==> config.mk <==
export PLATFORM = sky130hd
export DESIGN_NAME = fetch_unit
export DESIGN_NICKNAME = d
export VERILOG_FILES = /design/src/rtl/fetch_pkg.sv /design/src/rtl/fetch_queue.sv /design/src/rtl/fetch_unit.sv
export SDC_FILE = /design/constraint.sdc
export NUM_CORES = 1
export LEC_CHECK = 0
export CELL_PAD_IN_SITES_DETAIL_PLACEMENT = 2
export CELL_PAD_IN_SITES_GLOBAL_PLACEMENT = 2
export CORE_MARGIN = 4
export CORE_UTILIZATION = 40
export CTS_BUF_LIST = sky130_fd_sc_hd__clkbuf_8
export CTS_CLUSTER_DIAMETER = 100
export DETAILED_ROUTE_END_ITERATION = 8
export DONT_BUFFER_PORTS = 1
export PLACE_DENSITY_LB_ADDON = 0.1
export SYNTH_ARGS = -nofsm -noshare
export SYNTH_HDL_FRONTEND = slang
export SYNTH_SLANG_ARGS = --single-unit
==> constraint.sdc <==
create_clock -name clock -period 3.93 [get_ports clock]
set_input_delay 0.393 -clock clock [delete_from_list [all_inputs] [get_ports clock]]
set_output_delay 0.393 -clock clock [all_outputs]
set_load 0.02 [all_outputs]
==> src/rtl/fetch_pkg.sv <==
// fetch_pkg: shared defaults and queue-entry helpers for the fetch stage.
// Holds default widths, the reset PC, the default-width entry layout and
// a helper that gives the packed entry width for any parameterisation.
package fetch_pkg;
    localparam int ADDR_W_DEF  = 16;
    localparam int INSTR_W_DEF = 16;
    localparam int PC_STEP_DEF = 2;
    localparam int DEPTH_DEF   = 4;
    localparam logic [ADDR_W_DEF-1:0] RESET_PC_DEF = '0;

    // Entry layout: instruction in the upper bits, next-PC in the lower bits.
    typedef struct packed {
        logic [INSTR_W_DEF-1:0] instr;
        logic [ADDR_W_DEF-1:0]  pc_next;
    } entry_t;

    function automatic int entry_w(input int instr_w, input int addr_w);
        return instr_w + addr_w;
    endfunction
endpackage

==> src/rtl/fetch_queue.sv <==
// fetch_queue: synchronous FIFO of DEPTH entries with a combinational head read.
// Ports: clock, reset (sync, active-high), clear (drops all entries),
//        push/wdata (enqueue), pop (dequeue head), head (current head entry),
//        count (occupancy after the edge).
// The caller never pushes into a full queue unless it pops in the same cycle.
module fetch_queue
    import fetch_pkg::*;
#(
    parameter int W     = entry_w(INSTR_W_DEF, ADDR_W_DEF),
    parameter int DEPTH = DEPTH_DEF,
    localparam int PW   = $clog2(DEPTH),
    localparam int CW   = PW + 1
) (
    input  logic          clock,
    input  logic          reset,
    input  logic          clear,
    input  logic          push,
    input  logic          pop,
    input  logic [W-1:0]  wdata,
    output logic [W-1:0]  head,
    output logic [CW-1:0] count
);
    logic [W-1:0]  mem [DEPTH];
    logic [PW-1:0] rptr, wptr;

    always_ff @(posedge clock) begin
        if (push) mem[wptr] <= wdata;
    end

    // Pointers wrap naturally because DEPTH is a power of two.
    always_ff @(posedge clock) begin
        if (reset || clear) begin
            rptr  <= '0;
            wptr  <= '0;
            count <= '0;
        end else begin
            if (push) wptr <= wptr + PW'(1);
            if (pop)  rptr <= rptr + PW'(1);
            count <= count + CW'(push) - CW'(pop);
        end
    end

    assign head = mem[rptr];
endmodule

==> src/rtl/fetch_unit.sv <==
// fetch_unit: PC register, instruction request logic and prefetch queue feeding decode.
// Ports: clock, reset (sync, active-high);
//        imem_addr/imem_req/imem_ready/imem_rdata (instruction memory handshake);
//        redirect/redirect_addr (flush and reload PC), halt (stop new fetches);
//        out_valid/out_instr/out_pc_next/out_ready (decode handshake);
//        count (queue occupancy).
module fetch_unit
    import fetch_pkg::*;
#(
    parameter int ADDR_W  = ADDR_W_DEF,
    parameter int INSTR_W = INSTR_W_DEF,
    parameter int PC_STEP = PC_STEP_DEF,
    parameter int DEPTH   = DEPTH_DEF,
    parameter logic [ADDR_W-1:0] RESET_PC = '0,
    localparam int CW     = $clog2(DEPTH) + 1,
    localparam int EW     = entry_w(INSTR_W, ADDR_W)
) (
    input  logic               clock,
    input  logic               reset,
    output logic [ADDR_W-1:0]  imem_addr,
    output logic               imem_req,
    input  logic               imem_ready,
    input  logic [INSTR_W-1:0] imem_rdata,
    input  logic               redirect,
    input  logic [ADDR_W-1:0]  redirect_addr,
    input  logic               halt,
    output logic               out_valid,
    output logic [INSTR_W-1:0] out_instr,
    output logic [ADDR_W-1:0]  out_pc_next,
    input  logic               out_ready,
    output logic [CW-1:0]      count
);
    logic [ADDR_W-1:0] fetch_pc, pc_inc;
    logic [EW-1:0]     head;
    logic              push, pop, empty, full;

    assign pc_inc    = fetch_pc + ADDR_W'(PC_STEP);
    assign empty     = count == '0;
    assign full      = count == CW'(DEPTH);
    // Redirect hides the head so a stale instruction is never consumed.
    assign out_valid = !empty && !redirect;
    assign pop       = out_valid && out_ready;
    // A pop frees a slot in the same cycle, so a full queue can still accept.
    assign imem_req  = !reset && !halt && !redirect && (!full || pop);
    assign push      = imem_req && imem_ready;
    assign imem_addr = fetch_pc;

    assign out_instr   = empty ? '0 : head[EW-1:ADDR_W];
    assign out_pc_next = empty ? '0 : head[ADDR_W-1:0];

    always_ff @(posedge clock) begin
        if (reset)         fetch_pc <= RESET_PC;
        else if (redirect) fetch_pc <= redirect_addr;
        else if (push)     fetch_pc <= pc_inc;
    end

    fetch_queue #(.W(EW), .DEPTH(DEPTH)) queue (
        .clock (clock),
        .reset (reset),
        .clear (redirect),
        .push  (push),
        .pop   (pop),
        .wdata ({imem_rdata, pc_inc}),
        .head  (head),
        .count (count)
    );
endmodule

---- After elaboration in Yosys (flattened, before gate mapping) ----
Memories as Yosys holds them, arrays and structs flattened. A register that Yosys moved wholly into a read port is not among the register bits.
Index checks and enable logic that the tools add are counted.
W data, S select, Z words.
operators by class
  equal/unequal tests ..................... 1
  add/sub/neg operators ................... 5
  reduce and logical (&&, ||, !) cells .... 15
  muxes and demuxes ....................... 8
operator list
  cell                     count
  $mux W16                 4
  $add A16 B2 Y16 const B  1
  $logic_and A1 B1 Y1      6
  $logic_not A1 Y1         5
  $add A2 B1 Y2 const B    2
  $mux W2                  2
  $add A3 B1 Y3            1
  $eq A3 B3 Y1 const B     1
  $logic_not A3 Y1         1
  $sub A3 B1 Y3            1
  $logic_or A1 B1 Y1       2
  $mux W1                  2
  $reduce_bool A2 Y1       1
word-level totals
  register bits after elaboration ......... 23
  output and inout bits ................... 53
  RAM bits ................................ 128
  input bits .............................. 38
  memories kept ........................... 1
memories
  name       depth  width  read ports  clocked after memory_dff  wr ports  line               RTL
  queue.mem  4      32     1           1                         1         fetch_queue.sv:23  logic [W-1:0] mem [DEPTH];

---- Longest topological paths before layout ----
Gate-level depths: netlist of the first run.
  depth after elaboration ................. 9
  gate-level depth with buffers ........... 10
  depth with buffers taken out ............ 10

---- By module ----
Synthesis of the first run repeated with hierarchy kept, for this count alone.
second synthesis, totals
  cell total of the unflattened synthesis .. 385
  area total of the unflattened synthesis .. 6404.9 um^2
modules (own cells, without submodules)
  module       sequential area each (um^2)  cells an instance  area each (um^2)  instances
  fetch_queue  4023.9                       211                5098.6            1
  fetch_unit   320.3                        174                1306.3            1

---- Worst setup path before layout of the first run ----
No wires, ideal clock.
  path kind ............................... input-to-reg
  from .................................... in reset
  to ...................................... mem queue.mem[0][0] in the netlist's numbering (enable)
  path buffers ............................ 2
  stages on the path ...................... 6
  required time ........................... 3.538 ns
  data arrival time ....................... 2.034 ns
  setup slack ............................. 1.504 ns
  library setup time ...................... 0.392 ns
  cell sequence ........................... clkbuf_1 -> nor3_2 -> nand3_4 -> inv_4 -> buf_2 -> and2_1
on the way
  word-level cells in the longest chain between the ends .. 7
RTL lines
  what                               line               RTL
  start, declared                    fetch_unit.sv:19   input logic reset,
  $logic_not A1 Y1                   fetch_unit.sv:44   assign imem_req = !reset && !halt && !redirect && (!full || pop);
  $logic_and A1 B1 Y1 (3 in series)  fetch_unit.sv:44
  $logic_and A1 B1 Y1                fetch_unit.sv:45   assign push = imem_req && imem_ready;
  named net push                     fetch_unit.sv:35   logic push, pop, empty, full;
  $mux W1                            fetch_queue.sv:27  if (push) mem[wptr] <= wdata;
  $mux W1 (implied by the code)      fetch_queue.sv:27
  end, declared                      fetch_queue.sv:23
The timed path passes the listed nets, and every way through them passes these cells.

==> flow_summary.json, run 1 <==
{
  "area_growth_pct": 11.7,
  "routed_wl_um": 14300,
  "detail-route-antenna-nets": 0,
  "nets": 449,
  "cts_max_path_buffers": 2,
  "grt_pass1_wl_um": 22200,
  "holdPathStages": 2,
  "die_area_mm2": 0.0178,
  "synth_area_mm2": 0.00628,
  "synth.yosys.seq_area_share_pct": 69.1,
  "fin_worst_skew_ns": 0.00862,
  "syn_nets": 428,
  "synth_top_family_by_area": "multiplexers",
  "ys_types": 38,
  "port_buffers": 0,
  "r2r-start": "queue.count[1]",
  "r2r_slack_ns": 1.33,
  "diodes": 0,
  "globalRouteTotalUtil_pct": 16.8,
  "critPathMaxFanout": 20,
  "rr_worst_depth": 11,
  "rsz0062_at_grt": "false",
  "first_iter_violations": 196,
  "syn_inst": 382,
  "synth_mux_area_share_pct": 11.6,
  "critPathBufInv": 1,
  "rows": 45,
  "clock-sinks": 153,
  "drtPass1Iterations": 4,
  "critical-path-top-delay-family": "flip-flops",
  "crit_slowest_cell": "dfxtp_2",
  "cellPowerDensity_mw_per_mm2": 428,
  "dp.final_hpwl_um": 9200,
  "crit_path_start_kind": "flop",
  "worstHoldEndpoint": "imem_addr[8]",
  "synth_xor_area_share_pct": 2.51,
  "grt_pass1_vias": 3636,
  "place_area_mm2": 0.00649,
  "start_util_pct": 41.0,
  "synth_top_area_cell": "edfxtp_1",
  "post-route-min-period_ns": 2.77,
  "rr_endpoint": "queue.count[2]",
  "synth_top_flop_cell": "edfxtp_1",
  "synth_fa_ha_area_share_pct": 1.71,
  "grt_max_degree": 36,
  "holdWs_ns": 0.100,
  "wl_per_cell_um": 22.8,
  "fmax_mhz": 361,
  "drive_above_1_share_pct": 17.9,
  "cp.arrival_ns": 2.38,
  "final_hold_viol_count": 0,
  "drc": 0,
  "synth_area_leaders": "edfxtp_1 61%, mux4_2 11%, dfxtp_1 8.0%",
  "clkTransAtPathRegs_ns": 0.08,
  "crit_chain": "buf_4 -> mux4_2 -> nor2b_1",
  "ys_ff_latch": 153,
  "drv_slew": 0,
  "cts_root_buf": "clkbuf_8",
  "viasPerCell": 5.24,
  "ios": 91,
  "core-area_mm2": 0.0153,
  "path_class": "flop to output port",
  "utilization_pct": 45.8,
  "drv_cap": 0,
  "cp_data_required_time_ns": 3.54,
  "synth.top_cell.area_share_pct": 61.2,
  "postSynthAreaPerCell_um2": 16.4,
  "worst_slew_pin_slew_ns": 0.919,
  "period_share_pct": 70.5,
  "final_area_mm2": 0.00702,
  "setup_slack_ns": 1.16,
  "synth_common_cells": "128 x edfxtp_1, 32 x mux4_2, 32 x nor2b_1",
  "synth-simple-area-share_pct": 8.80,
  "die_w_um": 133,
  "min_from": "redirect",
  "synth_edf_count": 128,
  "numCtsBuffers": 17,
  "synthArstFlopShare_pct": 0,
  "synth-compound-area-share_pct": 3.88,
  "vias": 3277,
  "overflow": 0,
  "cp-end-kind": "output port",
  "gp_congestion": 0.773,
  "cts_tree": "done",
  "h-tree-depth": 4,
  "ys_warn_count": 0,
  "setup_tns_ns": 0,
  "synthMostInstantiatedCell": "edfxtp_1",
  "die_y_um": 133,
  "setup_viol": 0,
  "status": "finished, final reports clean",
  "antenna_found_initial": 0,
  "pre_cts_ws_ns": 1.28,
  "insertion_delay_ns": 0.44,
  "post_cts_buffers": 0,
  "min-delay-path-class": "primary input to flop",
  "cpPeakStageDelay_ns": 0.81,
  "relSlewSlack_pct": 38.7,
  "leakage_nw": 2.22,
  "peakVddDrop_v": 0.000220
}
## cell type report
class	count	area [um^2]
multi-input cells	196	1800
flip-flops and latches	153	4350
inverters	14	55.1
fillers	1468	8300
clock buffers	17	234
repair buffers	21	203
well taps	211	264
clock inverters	13	114
## layout by cell type, fill, tap and decap left out, types with 3 or more instances in the layout
master / Yosys / layout
and2_2: 0 / 4
xnor2_1: 9 / 9
a32oi_1: 4 / 4
o21ai_1: 10 / 10
clkinv_2: 0 / 6
edfxtp_1: 128 / 128
dlygate4sd3_1: 0 / 18
dfxtp_1: 25 / 23
and3_1: 4 / 4
buf_4: 1 / 3
nand4_1: 3 / 3
inv_1: 13 / 15
nand2_1: 9 / 9
nor3_1: 4 / 3
nor2b_1: 32 / 32
a21oi_1: 11 / 11
clkbuf_8: 0 / 17
a22oi_1: 7 / 7
xor2_1: 9 / 9
nor2_1: 26 / 26
a31oi_1: 4 / 4
nand3_1: 5 / 5
mux4_2: 32 / 32
ha_1: 7 / 7
## routing by layer
| layer | vias up | wire, um | track usage [%] |
|---|---|---|---|
| li1 | 1491 | - | - |
| met1 | 1694 | 6230 | 20.9 |
| met2 | 81 | 6950 | 26.9 |
| met3 | 11 | 932 | 7.40 |
| met4 | 0 | 140 | 4.46 |
| met5 | - | 0 | 0 |
## timing repair
| item | in CTS | in global routing |
|---|---|---|
| hold buffers | 1 | 17 |
| endpoints found under the hold margin | 14 | 66 |
| resized for setup | 0 | 0 |
## registers in the layout (all words and copies together), names as in the netlist, named ones only
name / cells
queue.mem: 128
imem_addr: 16
queue.count: 3
queue.rptr: 2
queue.wptr: 2
## metrics by stage
stage	instances	power, mW
2_1_floorplan	382	1.91
3_3_place_gp	577	1.93
3_5_place_dp	577	1.93
4_1_cts	608	3.02
5_1_grt	625	3.13
6_report	625	3.01
## cells by family (layout without fill, tap and decap cells)
family / after synthesis / in the layout
DFF: 153 / 153
and+or+nand+nor: 98 / 98
AOI/OAI and AO/OA: 39 / 39
muxes: 33 / 33
buffers and inverters: 33 / 65
xor gates and xnor gates: 18 / 18
adders and majority gates: 8 / 8
## where the power goes
group          internal, mW  total [mW]  switching, mW
clock network         0.542        1.09          0.548
logic                0.0430       0.109         0.0657
registers              1.77        1.81         0.0345
total                  2.36        3.01          0.648
## how the worst max path moves through the flow
stage	from	endpoint	slack (ns)	cells after the start
floorplan	reset	queue.mem[0][0]	1.50	6
CTS	flop	out_instr[0]	1.03	3
global placement	queue.count[1]	queue.count[2]	1.34	11
detailed placement	queue.count[1]	queue.count[2]	1.28	11
global route	flop	out_instr[0]	0.96	3
finish	flop	out_instr[0]	1.16	3
(Power assumes the default switching activity.)
==> run 2: changes to the inputs <==
==> constraint.sdc (replaced) <==
create_clock -name clock -period 2.25 [get_ports clock]
set_input_delay 0.225 -clock clock [delete_from_list [all_inputs] [get_ports clock]]
set_output_delay 0.225 -clock clock [all_outputs]
set_load 0.02 [all_outputs]
==> flow_summary.json, run 2 (synthesis gave the netlist of run 1 again) <==
{
  "cp_data_required_time_ns": 2.58,
  "wl_per_cell_um": 24.2,
  "drv_cap": 0,
  "diodes": 0,
  "path_common_cell": "nor2_1",
  "final_area_mm2": 0.00759,
  "clkPwrFrac_pct": 38.0,
  "setup_viol": 1,
  "cellPowerDensity_mw_per_mm2": 726,
  "path_class": "flop to flop",
  "core-area_mm2": 0.0153,
  "leakage_nw": 2.48,
  "min-delay-path-class": "primary input to flop",
  "grt_max_degree": 35,
  "fin_worst_skew_ns": 0.0144,
  "final_common_cell": "edfxtp_1",
  "drive_above_1_share_pct": 23.6,
  "p_switching_mw": 1.22,
  "first_iter_violations": 197,
  "final_hold_viol_count": 0,
  "met2_usage_pct": 32.3,
  "cp-end-kind": "flop",
  "holdWs_ns": 0.0633,
  "port_buffers": 0,
  "drtPass1Iterations": 4,
  "p_int_mw": 4.29,
  "grtUsageMet1_pct": 23.5,
  "cpPeakStageDelay_ns": 0.40,
  "overflow": 0,
  "die_y_um": 133,
  "h-tree-depth": 4,
  "rows": 45,
  "grt_pass1_wl_um": 24900,
  "cts_tree": "done",
  "cts_max_path_buffers": 2,
  "cp.arrival_ns": 2.61,
  "grt_use_met3_pct": 5.36,
  "crit_chain": "nor3_4 -> nand2b_4 -> nor2_1 -> ha_1 -> inv_2 -> ha_2 -> fa_2 -> xnor2_2 -> xnor2_1 -> nor2_1",
  "vias": 3526,
  "failed_checks": "negative setup slack",
  "antenna_found_initial": 0,
  "layout_common_cells": "128 x edfxtp_1, 39 x dlygate4sd3_1, 32 x mux4_2, 32 x nor2b_1, 26 x nor2_1",
  "status": "complete, but fails checks",
  "dp.final_hpwl_um": 10000,
  "cts_root_buf": "clkbuf_8",
  "detail-route-antenna-nets": 0,
  "start_util_pct": 41.0,
  "gp_congestion": 0.765,
  "setup_slack_ns": -0.0267,
  "pre_cts_ws_ns": 0.0728,
  "largest_reg_flops": 128,
  "crit_path_start_kind": "flop",
  "drv_slew": 0,
  "relSlewSlack_pct": 51.1,
  "viasPerCell": 5.24,
  "area_growth_pct": 20.9,
  "post-route-min-period_ns": 2.28,
  "p_seq_share_pct": 56.6,
  "ios": 91,
  "crit_slowest_cell": "dfxtp_4",
  "peakVddDrop_v": 0.000317,
  "grt.busiest_layer": "met2",
  "grt_pass1_vias": 4001,
  "top_register": "queue.mem",
  "r2r_slack_ns": -0.03,
  "clock-sinks": 153,
  "nets": 495,
  "insertion_delay_ns": 0.46,
  "power.share.switching_pct": 22.1,
  "fmax_mhz": 439,
  "routed_wl_um": 16300,
  "period_share_pct": 101,
  "critPathMaxFanout": 4,
  "utilization_pct": 49.6,
  "die_w_um": 133,
  "combinationalPowerShare_pct": 5.4,
  "place_area_mm2": 0.00678,
  "numCtsBuffers": 17,
  "drc": 0,
  "worst_slew_pin_slew_ns": 0.731,
  "die_area_mm2": 0.0178,
  "clkTransAtPathRegs_ns": 0.08,
  "globalRouteTotalUtil_pct": 18.9
}
run 2: power groups by stage:
| stage | Combinational [mW] | Sequential [mW] | Clock (mW) |
|---|---|---|---|
| 6_report | 0.298 | 3.12 | 2.10 |
| 5_1_grt | 0.325 | 3.12 | 2.28 |
| 4_1_cts | 0.295 | 3.12 | 2.15 |
| 3_5_place_dp | 0.212 | 3.19 | 0 |
| 3_3_place_gp | 0.203 | 3.18 | 0 |
| 2_1_floorplan | 0.128 | 3.20 | 0 |
run 2: path summary, 6_finish.rpt:
path | from | endpoint | cells past startpoint
max | queue.count[2] | queue.count[2] | 10
min | out_ready | flop | 3
max reg2reg | queue.count[2] | queue.count[2] | 10
min reg2reg | queue.rptr[1] | flop | 2
run 2: routing by layer:
layer,vias up,part of all wire [%]
met5,-,0
met4,0,1.0
met3,13,5.2
met2,94,51
met1,1832,43
li1,1587,-
run 2: cell type report:
class | instances | area [um^2]
well taps | 211 | 264
multi-input cells | 196 | 1830
clock buffers | 17 | 234
repair buffers | 67 | 688
fillers | 1419 | 7720
flip-flops and latches | 153 | 4360
clock inverters | 15 | 161
inverters | 14 | 57.6
run 2: worst max-delay path: cells and delay by family (launching register included):
family / cells / cell delay, ns
adder cells (fa/ha/maj): 3 / 0.88
flip-flops: 1 / 0.40
XOR/XNOR: 2 / 0.29
buffers and inverters: 1 / 0.06
AND/OR/NAND/NOR: 4 / 0.51
run 2: metrics by stage:
stage,instances,TNS (ns),power [mW]
final,673,-0.0267,5.51
after global routing,673,-0.184,5.73
after CTS,671,0,5.56
after detailed placement,601,0,3.40
after global placement,601,0,3.39
after floorplan,382,0,3.33
run 2: timing repair:
action	in CTS	in global routing
hold buffers	38	1
hold endpoints to repair	80	1
pin swaps	0	4
buffers inserted	0	1
endpoints found under the setup margin	13	2
gates resized for setup	1	6
==> run 3: changes to the inputs <==
--- a/config.mk
+++ b/config.mk
@@ -8,11 +8,12 @@
 export CELL_PAD_IN_SITES_DETAIL_PLACEMENT = 2
 export CELL_PAD_IN_SITES_GLOBAL_PLACEMENT = 2
 export CORE_MARGIN = 4
-export CORE_UTILIZATION = 40
+export CORE_UTILIZATION = 43
 export CTS_BUF_LIST = sky130_fd_sc_hd__clkbuf_8
 export CTS_CLUSTER_DIAMETER = 100
 export DETAILED_ROUTE_END_ITERATION = 8
 export DONT_BUFFER_PORTS = 1
+export HOLD_SLACK_MARGIN = 0.1
 export PLACE_DENSITY_LB_ADDON = 0.1
 export SYNTH_ARGS = -nofsm -noshare
 export SYNTH_HDL_FRONTEND = slang
==> flow_summary.json, run 3 (synthesis gave the netlist of run 1 again) <==
{
  "status": "finished, final reports clean",
  "multiInputGateArea_mm2": 0.00183,
  "final_common_cell": "edfxtp_1",
  "die_w_um": 129,
  "critPathLaunch": "queue.count[0]",
  "final_hold_viol_count": 0,
  "gp_congestion": 0.743,
  "critPathMaxFanout": 4,
  "numCtsBuffers": 17,
  "dp.final_hpwl_um": 10400,
  "endpoint": "queue.count[2]",
  "area_growth_pct": 22.7,
  "critPathBufInv": 1,
  "cp_data_required_time_ns": 2.60,
  "drtPass1Iterations": 4,
  "clock-sinks": 153,
  "fillerInstances": 1267,
  "setup_viol": 0,
  "cp-end-kind": "flop",
  "p_total_mw": 5.86,
  "globalRouteTotalUtil_pct": 25.1,
  "port_buffers": 0,
  "insertion_delay_ns": 0.48,
  "cp.arrival_ns": 2.55,
  "r2r-start": "queue.count[0]",
  "die_area_mm2": 0.0166,
  "top_register": "queue.mem",
  "r2r_slack_ns": 0.05,
  "peakVddDrop_v": 0.000376,
  "diodes": 0,
  "critical-path-top-delay-family": "adder cells",
  "detail-route-antenna-nets": 0,
  "drv_slew": 0,
  "cpPeakStageDelay_ns": 0.40,
  "min-delay-path-class": "primary input to flop",
  "layout_common_cells": "128 x edfxtp_1, 35 x dlygate4sd3_1, 32 x mux4_2, 31 x buf_4, 27 x nor2b_1",
  "crit_slowest_cell": "dfxtp_4",
  "rr_worst_depth": 10,
  "regArea_mm2": 0.00436,
  "fin_worst_skew_ns": 0.0296,
  "vias": 3754,
  "drc": 0,
  "fmax_mhz": 454,
  "nets": 504,
  "worst_slew_pin_slew_ns": 1.02,
  "drv_cap": 0,
  "h-tree-depth": 4,
  "cts_max_path_buffers": 2,
  "cts_tree": "done",
  "start_util_pct": 44.6,
  "die_y_um": 129,
  "cellPowerDensity_mw_per_mm2": 760,
  "drive_above_1_share_pct": 27.2,
  "core-area_mm2": 0.0141,
  "first_iter_violations": 410,
  "wl_per_cell_um": 30.5,
  "path_class": "flop to flop",
  "routed_wl_um": 19800,
  "leakage_nw": 2.56,
  "cts_root_buf": "clkbuf_8",
  "crit_cells": 10,
  "post-route-min-period_ns": 2.20,
  "rr_endpoint": "queue.count[2]",
  "crit_path_start_kind": "flop",
  "antenna_found_initial": 0,
  "grt_pass1_vias": 4157,
  "crit_chain": "nor3_4 -> nand2b_4 -> nor2_1 -> ha_1 -> inv_1 -> ha_1 -> fa_2 -> xnor2_1 -> xnor2_1 -> nor2_1",
  "relSlewSlack_pct": 32.0,
  "largest_reg_flops": 128,
  "rows": 43,
  "ios": 91,
  "overflow": 0,
  "setup_tns_ns": 0,
  "clkTransAtPathRegs_ns": 0.09,
  "grt_max_degree": 35,
  "grt_pass1_wl_um": 29400,
  "rsz0062_at_grt": "true",
  "viasPerCell": 5.77,
  "period_share_pct": 97.9
}
run 3: cell types whose count changed in the layout (fill, tap and decap cells not counted), moves of 2 or more:
cell           change
nor2b_1            -5
nor2b_2            +5
dlygate4sd3_1      -4
buf_4             +10
inv_1              -2
clkinv_4           +3
run 3: stage by stage:
step | hold slack [ns] | utilization, % | setup WS, ns | instance area, um^2 | cells
global placement | 0.297 | 48.1 | 0.157 | 6780 | 577
detailed placement | 0.299 | 48.1 | 0.104 | 6780 | 577
CTS | 0.196 | 54.2 | 0.00853 | 7640 | 649
floorplan | 0.324 | - | 0.0116 | 6300 | 382
finish | 0.229 | 54.7 | 0.0478 | 7710 | 651
global route | 0.227 | 54.7 | -0.0402 | 7710 | 651
run 3: how the worst min path moves through the flow:
stage / endpoint / slack [ns] / from / depth (start not counted)
after floorplan: queue.mem[0][16] / 0.32 / imem_rdata[0] / 0
after global placement: imem_addr[7] / 0.30 / reset / 1
after detailed placement: imem_addr[3] / 0.30 / reset / 1
after CTS: queue.count[0] / 0.20 / imem_ready / 5
after global routing: queue.count[0] / 0.23 / imem_ready / 5
final: queue.count[0] / 0.23 / imem_ready / 5
run 3: cell type report:
cell class / instances / area share [%]
flip-flops and latches: 153 / 56.6
multi-input cells: 196 / 23.8
repair buffers: 76 / 10.2
clock buffers: 18 / 3.21
well taps: 180 / 2.92
clock inverters: 14 / 2.56
inverters: 14 / 0.747
run 3: report_power, final:
part | internal [mW] | switching [mW]
Clock | 1.24 | 1.19
Sequential | 3.09 | 0.0271
Combinational | 0.121 | 0.190
run 3: routing by layer:
metal  GRT usage [%]  routed length [um]  vias to the layer above
met3            6.06                 993                       13
met1            33.3                8370                     2007
met2            42.0               10300                      129
li1                -                   -                     1605
met5               0                   0                        -
met4            5.68                 163                        0
run 3: timing repair:
item,CTS,global route
gates cloned,1,1
endpoints found under the setup margin,7,32
buffers inserted,4,1
hold buffers,35,0
endpoints found under the hold margin,89,0
gates resized for setup,1,10
run 3: worst register-to-register path: cells and delay by family (launching register included):
family | cells | cell delay [ns]
xor gates and xnor gates | 2 | 0.33
and+or+nand+nor | 4 | 0.49
buffers and inverters | 1 | 0.05
DFF | 1 | 0.40
adders and majority gates | 3 | 0.83
